## src/rtl/motor_controller_sysid_guard.sv

```systemverilog
// Reads the system-ID slave (ID word, build timestamp) and enables the motor only when the words match.
// The ID slave is also shared with one host Avalon reader, which is serviced between checks.
module motor_controller_sysid_guard #(
   parameter logic [31:0] EXPECTED_ID    = 32'h20140830,
   parameter logic [31:0] EXPECTED_TS    = 32'h5400E662,
   parameter bit          CHECK_TS       = 1'b1,
   parameter int unsigned SETTLE_CYCLES  = 16,
   parameter int unsigned RECHECK_PERIOD = 0
) (
   input  logic        clock,
   input  logic        reset_n,
   input  logic        start,
   output logic        sys_address,
   input  logic [31:0] sys_readdata,
   input  logic        host_address,
   input  logic        host_read,
   output logic        host_waitrequest,
   output logic [31:0] host_readdata,
   output logic        busy,
   output logic        id_valid,
   output logic        id_match,
   output logic        ts_match,
   output logic        motor_enable,
   output logic [7:0]  fail_count
);

   typedef enum logic [2:0] {
      S_SETTLE,
      S_RD_ID,
      S_RD_TS,
      S_EVAL,
      S_IDLE,
      S_HOST1,
      S_HOST2
   } state_t;

   localparam logic [15:0] SETTLE_LOAD = 16'(SETTLE_CYCLES - 1);

   state_t      state_q, state_d;
   logic [15:0] settle_q, settle_d;
   logic [31:0] id_q, id_d;
   logic [31:0] ts_q, ts_d;
   logic        sys_addr_q, sys_addr_d;
   logic        wait_q, wait_d;
   logic [31:0] hrdata_q, hrdata_d;
   logic        busy_q, busy_d;
   logic        valid_q, valid_d;
   logic        idm_q, idm_d;
   logic        tsm_q, tsm_d;
   logic        men_q, men_d;
   logic [7:0]  fail_q, fail_d;
   logic        pend_q, pend_d;

   logic        id_ok, ts_ok, chk_pass;
   logic        tmr_exp;

   assign id_ok    = (id_q == EXPECTED_ID);
   assign ts_ok    = (ts_q == EXPECTED_TS);
   assign chk_pass = id_ok & (ts_ok | ~CHECK_TS);

   // Recheck timer exists only when a period is configured.
   generate
      if (RECHECK_PERIOD != 0) begin : g_tmr
         localparam logic [23:0] TMR_LOAD = 24'(RECHECK_PERIOD - 1);
         logic [23:0] tmr_q, tmr_d;
         logic        tmr_run;

         assign tmr_run = (state_q == S_IDLE) || (state_q == S_HOST1) || (state_q == S_HOST2);
         assign tmr_exp = (tmr_q == 24'd0);

         always_comb begin
            tmr_d = tmr_q;
            if (state_q == S_EVAL) begin
               tmr_d = TMR_LOAD;
            end else if (tmr_run && !tmr_exp) begin
               tmr_d = tmr_q - 24'd1;
            end
         end

         always_ff @(posedge clock) begin
            if (!reset_n) begin
               tmr_q <= 24'd0;
            end else begin
               tmr_q <= tmr_d;
            end
         end
      end else begin : g_no_tmr
         assign tmr_exp = 1'b0;
      end
   endgenerate

   always_comb begin
      state_d  = state_q;
      settle_d = settle_q;
      id_d     = id_q;
      ts_d     = ts_q;
      hrdata_d = hrdata_q;
      valid_d  = valid_q;
      idm_d    = idm_q;
      tsm_d    = tsm_q;
      men_d    = men_q;
      fail_d   = fail_q;
      pend_d   = pend_q;

      case (state_q)
         S_SETTLE: begin
            if (settle_q == 16'd0) begin
               state_d = S_RD_ID;
            end else begin
               settle_d = settle_q - 16'd1;
            end
         end
         S_RD_ID: begin
            id_d    = sys_readdata;
            state_d = S_RD_TS;
         end
         S_RD_TS: begin
            ts_d    = sys_readdata;
            state_d = S_EVAL;
         end
         S_EVAL: begin
            valid_d = 1'b1;
            idm_d   = id_ok;
            tsm_d   = ts_ok;
            men_d   = chk_pass;
            if (!chk_pass && fail_q != 8'hFF) begin
               fail_d = fail_q + 8'd1;
            end
            state_d = S_IDLE;
         end
         S_IDLE: begin
            // Host wins; a coincident start or timer expiry waits in pend_q.
            if (host_read) begin
               pend_d  = pend_q | start | tmr_exp;
               state_d = S_HOST1;
            end else if (start || pend_q || tmr_exp) begin
               pend_d  = 1'b0;
               state_d = S_RD_ID;
            end
         end
         S_HOST1: begin
            hrdata_d = sys_readdata;
            pend_d   = pend_q | start | tmr_exp;
            state_d  = S_HOST2;
         end
         S_HOST2: begin
            pend_d  = pend_q | start | tmr_exp;
            state_d = S_IDLE;
         end
         default: begin
            state_d = S_SETTLE;
         end
      endcase

      // Slave address and handshake outputs are registered from the next state.
      sys_addr_d = (state_d == S_RD_TS) || ((state_d == S_HOST1) && host_address);
      wait_d     = (state_d != S_HOST2);
      busy_d     = (state_d == S_SETTLE) || (state_d == S_RD_ID) ||
                   (state_d == S_RD_TS)  || (state_d == S_EVAL);
   end

   always_ff @(posedge clock) begin
      if (!reset_n) begin
         state_q    <= S_SETTLE;
         settle_q   <= SETTLE_LOAD;
         id_q       <= 32'd0;
         ts_q       <= 32'd0;
         sys_addr_q <= 1'b0;
         wait_q     <= 1'b1;
         hrdata_q   <= 32'd0;
         busy_q     <= 1'b0;
         valid_q    <= 1'b0;
         idm_q      <= 1'b0;
         tsm_q      <= 1'b0;
         men_q      <= 1'b0;
         fail_q     <= 8'd0;
         pend_q     <= 1'b0;
      end else begin
         state_q    <= state_d;
         settle_q   <= settle_d;
         id_q       <= id_d;
         ts_q       <= ts_d;
         sys_addr_q <= sys_addr_d;
         wait_q     <= wait_d;
         hrdata_q   <= hrdata_d;
         busy_q     <= busy_d;
         valid_q    <= valid_d;
         idm_q      <= idm_d;
         tsm_q      <= tsm_d;
         men_q      <= men_d;
         fail_q     <= fail_d;
         pend_q     <= pend_d;
      end
   end

   assign sys_address      = sys_addr_q;
   assign host_waitrequest = wait_q;
   assign host_readdata    = hrdata_q;
   assign busy             = busy_q;
   assign id_valid         = valid_q;
   assign id_match         = idm_q;
   assign ts_match         = tsm_q;
   assign motor_enable     = men_q;
   assign fail_count       = fail_q;

endmodule

```

## config.mk

```make
export PLATFORM = sky130hd
export DESIGN_NAME = motor_controller_sysid_guard
export DESIGN_NICKNAME = d
export VERILOG_FILES = /design/src/rtl/motor_controller_sysid_guard.sv
export SDC_FILE = /design/constraint.sdc
export NUM_CORES = 1
export LEC_CHECK = 0
export CAP_MARGIN = 0
export CORE_AREA = 2 2 124 126
export DETAILED_ROUTE_END_ITERATION = 7
export DIE_AREA = 0 0 126 128
export GPL_TIMING_DRIVEN = 0
export PLACE_DENSITY = 0.54
export SLEW_MARGIN = 10
export SYNTH_ARGS = -nofsm -noshare
export SYNTH_HDL_FRONTEND = slang
export SYNTH_SLANG_ARGS = --single-unit
```

## constraint.sdc

```tcl
create_clock -name clock -period 2.4 [get_ports clock]
set_input_delay 0.24 -clock clock [delete_from_list [all_inputs] [get_ports clock]]
set_output_delay 0.24 -clock clock [all_outputs]
set_load 0.005 [all_outputs]
```

# --- Word-level counts from Yosys, hierarchy flattened ---
# Cells that the tools add are included.
word_totals:
  regBits: 131
  in_bits: 37
  out_inout_bits: 47
  elab_cells: 58
op_classes:
  n_addsub: 2
  n_eq_ne: 15
  muxes: 7
  n_bitwise: 3
  reduce_logical: 17
ops:
  columns: ["op", "n"]
  rows:
  - ["== test 32 x 30 -> 1 bit, second input constant", 1]
  - ["== test 32 x 31 -> 1 bit, second input constant", 1]
  - ["one-hot mux 3 bit (6 select lines)", 1]
  - ["zero test 16 bit", 1]
  - ["subtractor 16 x 1 -> 16 bit, second input constant", 1]
  - ["== test 3 x 2 -> 1 bit, second input constant", 4]
  - ["== test 3 bit, second input constant", 4]
  - ["2-to-1 mux 3 bit", 3]
  - ["adder 8 x 1 -> 8 bit, second input constant", 1]
  - ["!= test 8 bit, second input constant", 1]
  - ["== test 3 x 1 -> 1 bit, second input constant", 2]
  - ["zero test 3 bit", 2]
  - ["!= test 3 bit, second input constant", 2]
  - ["AND reduction 2 bit", 3]
  - ["logical OR 1 bit", 5]
  - ["OR reduction 2 bit", 2]
  - ["logical AND 1 bit", 2]
  - ["2-to-1 mux 1 bit", 2]
  - ["one-hot mux 1 bit (2 select lines)", 1]
  - ["nonzero test 2 bit", 1]
  - ["AND 1 bit", 1]
  - ["zero test 1 bit", 1]
  - ["inverter 1 bit", 1]
  - ["OR 1 bit", 1]

# --- Depth between registers and ports, before layout ---
logic_depth:
  depth_word: 8
  depth_mapped: 9
  depth_no_buf: 7

# --- Worst setup path after synthesis ---
# Ideal clock, no wire load.
synth_path:
  path_kind: "register to register"
  startpoint: "register settle_q[0]"
  endpoint: "register settle_q[4]"
  setup_time_ns: 0.128
  arrival_time_ns: 1.649
  required_time_ns: 2.272
  path_slack_ns: 0.623
  stages_incl_launch_ff: 9
  path_buffers: 1
  period_less_slack_ns: 1.777
  cell_sequence: "dfxtp_1 > inv_1 > ha_1 > nor2b_1 > and4bb_1 > buf_6 > a2111oi_0 > xnor2_1 > nor2_1"
synth_between:
  elab_chain_cells: 3
  elab_cells_between_ends: 4
  cone_classes: "1 x add/sub; 1 x bitwise; 2 x reduce/logical"
synth_rtl:
  columns: ["element", "line", "source"]
  rows:
  - ["from (decl)", "40", "logic [15:0] settle_q, settle_d;"]
  - ["from (signal assigned)", "180", "settle_q <= settle_d;"]
  - ["branches (longest 3 deep; another with subtractor 16 x 1 -> 16 bit)", null, null]
# Parallel ways; which one is timed is not known.
# A chain may end at the register's enable or synchronous reset.

# --- Worst setup path after layout ---
layout_path:
  startpoint: "register id_q[16]"
  endpoint: "register fail_q[6] (netlist: fail_count[6])"
layout_between:
  elab_chain_cells: 5
layout_rtl:
  columns: ["element", "line", "source"]
  rows:
  - ["from (decl)", "41", "logic [31:0] id_q, id_d;"]
  - ["from (signal assigned)", "181", "id_q <= id_d;"]
  - ["== test 32 x 30 -> 1 bit", "57", "assign id_ok = (id_q == EXPECTED_ID);"]
  - ["AND 1 bit", "59", "assign chk_pass = id_ok & (ts_ok | ~CHECK_TS);"]
  - ["zero test 1 bit", "126", "if (!chk_pass && fail_q != 8'hFF) begin"]
  - ["logical AND 1 bit", "126", null]
  - ["AND reduction 2 bit (no line)", null, null]
  - ["to (signal assigned)", "191", "fail_q <= fail_d;"]
  - ["to (decl)", "51", "logic [7:0] fail_q, fail_d;"]
# No other way between the ends.

==> flow_summary.ini <==
[outcome]
status = finished, final reports clean

[placed_design]
numPortBuffers = 83
place_inst = 899
gp_congestion = 0.806
hpwlAfterDp_um = 9850

[cells_and_area]
instances_no_fill = 931
diodes = 0
nets = 770
area_growth_pct = 32.2
nFillCells = 1490
layout-drive-gt1-share_pct = 5.79

[timing]
finClkSkew_ns = 0.0193
slew_headroom_pct = 60.4
worstMarginPinSlew_ns = 0.595
finalHoldViolCount = 0
setup_tns_ns = 0
min_period_ns = 2.08
finalSetupViolCount = 0
slew_violations = 0
fin_crit_sh_pct = 86.9
achievable-frequency_mhz = 480
rsz0062_at_grt = false

[job]
drv_cap = 0

[floorplan]
die_y_um = 128
core_sq_mm = 0.0149
num_io_pins = 84
start_util_pct = 34.1
dieArea_sq_mm = 0.0161
std_cell_rows = 45
die_x_um = 126

[synthesis]
synthCells = 628
synth_cell_types = 45
postSynthAreaPerCell_sq_um = 8.06
synth-edff-count = 0
ys_ff_latch = 131
synth_top_area_cell = dfxtp_1
synth_area_sq_mm = 0.00506
ys_seq_area_share_pct = 51.8
synth_top_area_share_pct = 51.8
yosysMostFrequentCell = nand2_1
synthFlopType = dfxtp_1
synthTopCellsByArea = dfxtp_1 52%, nand2_1 15%, a21oi_1 11%, clkbuf_1 2.6%, xnor2_1 2.1%
synthTopCellsByCount = 209 x nand2_1, 131 x dfxtp_1, 108 x a21oi_1
syn_nets = 668
ys.warnings.count = 0
ys_async_sr_fraction_pct = 0

[setup_path]
cpPeakStageDelay_ns = 0.47
path_buf_inv = 1
cp_cell_sequence = nor4b_1, nand4_1, nor4_4, buf_2, nor4_1, o21a_1
crit_path_max_fanout = 10
crit_arrival_ns = 2.40
cp-end-kind = register
crit_type = reg2reg
crit_required_ns = 2.72
path_delay_family = simple AND/OR/NAND/NOR gates
slowest_stage = nor4_4
cp-start-kind = register

[routing]
vias = 4596
viasPerCell = 4.94
first_iter_violations = 261
ant_nets = 0
wl_per_cell_um = 14.6
first_pass_iters = 4
drc = 0
drt-total-wl_um = 13600

[global_route]
grt_overflow_total = 0
grt_usage_pct = 17.1
grt_pass1_wl_um = 22000
grt_max_degree = 17
antenna_found_initial = 0
first_global_vias = 4383

[clock_tree]
clk_pin_slew_ns = 0.06
clock_latency_ns = 0.42
cts_sinks = 131
cts_tree = yes
clockBufferDepth = 2
ctsHoldBuffers = 0
clockRootBuffer = clkbuf_16
cts_setup_buffers = 0
h-tree-depth = 4
tritoncts.num_buffers = 17
cts_resized = 0

[power_and_ir_drop]
sequentialPowerShare_pct = 45.9
power_frac_clock_pct = 50.5
power_frac_comb_pct = 3.5
power.internal_uw = 3750
switching_share_pct = 21.3
leakagePower_uw = 0.00218
p_total_uw = 4760
p_per_area_mw_per_mm2 = 711
p_sw_uw = 1010
ir_worst_vdd_v = 0.000482

[min_path]
min_path_type = reg2reg
[cell type report]
type                    count  area (sq um)  area share [%]
flip-flops and latches    131          2620            39.2
multi-input cells         451          2250            33.7
repair buffers             83           831            12.4
clock buffers              22           474            7.08
well taps                 188           235            3.51
plain buffers              42           180            2.69
clock inverters            10          82.6            1.23
inverters                   4          15.0           0.224
[registers in the layout, summed over array words and instances (netlist names), 3 cells and up]
register       flops
ts_q              32
state_q            3
host_readdata     32
settle_q          16
fail_count         8
id_q              32
[through the flow]
stage | cell area (sq um) | worst slack (ns) | util [%] | hold slack (ns)
finish | 6690 | 0.315 | 45.0 | 0.448
global route | 6690 | 0.0711 | 45.0 | 0.474
CTS | 6690 | 0.115 | 45.0 | 0.451
detailed placement | 6130 | 0.123 | 41.2 | 0.443
global placement | 6130 | 0.145 | 41.2 | 0.441
floorplan | 5060 | 0.623 | - | 0.376
[worst min-delay path, stage by stage, from the launching register on]
cell and delay, ns:
dfxtp_1 0.30, nand2_1 0.05, a21oi_1 0.05
[power by group through the flow]
stage               Sequential, uW  Clock (uW)  Combinational (uW)
floorplan                     2230           0                55.2
global placement              2230           0                 167
detailed placement            2230           0                 168
CTS                           2190        2470                 169
global route                  2190        2580                 180
finish                        2190        2410                 169
[final timing paths]
path / start / to / slack [ns] / depth (start not counted)
max reg2reg: id_q[16] / fail_count[6] / 0.32 / 6
min: ts_q[10] / ts_q[10] / 0.45 / 2
max: id_q[16] / fail_count[6] / 0.32 / 6
min reg2reg: ts_q[10] / ts_q[10] / 0.45 / 2
[cell families after synthesis]
logic type / synth area share (%)
compound gates: 13.6
xor+xnor: 2.08
fa+ha+maj: 0.742
buf+inv: 3.86
flops: 51.8
mux: 0.593
simple gates: 27.3
[placed cells by master (no fill, tap or decap), types with 9 or more instances in the layout]
master	instances
a21oi_1	108
clkbuf_1	37
clkbuf_16	17
clkdlybuf4s50_1	83
dfxtp_1	131
nand2_1	209
nor2_1	21
nor3_1	9
nor4_1	12
o21ai_0	10
xnor2_1	12
[layer usage]
metal / wire (um) / track usage (%)
met1: 6620 / 23.4
met2: 6210 / 26.6
met3: 556 / 3.92
met4: 178 / 6.08
met5: 0 / 0
Power figures use the tool's default switching activity.
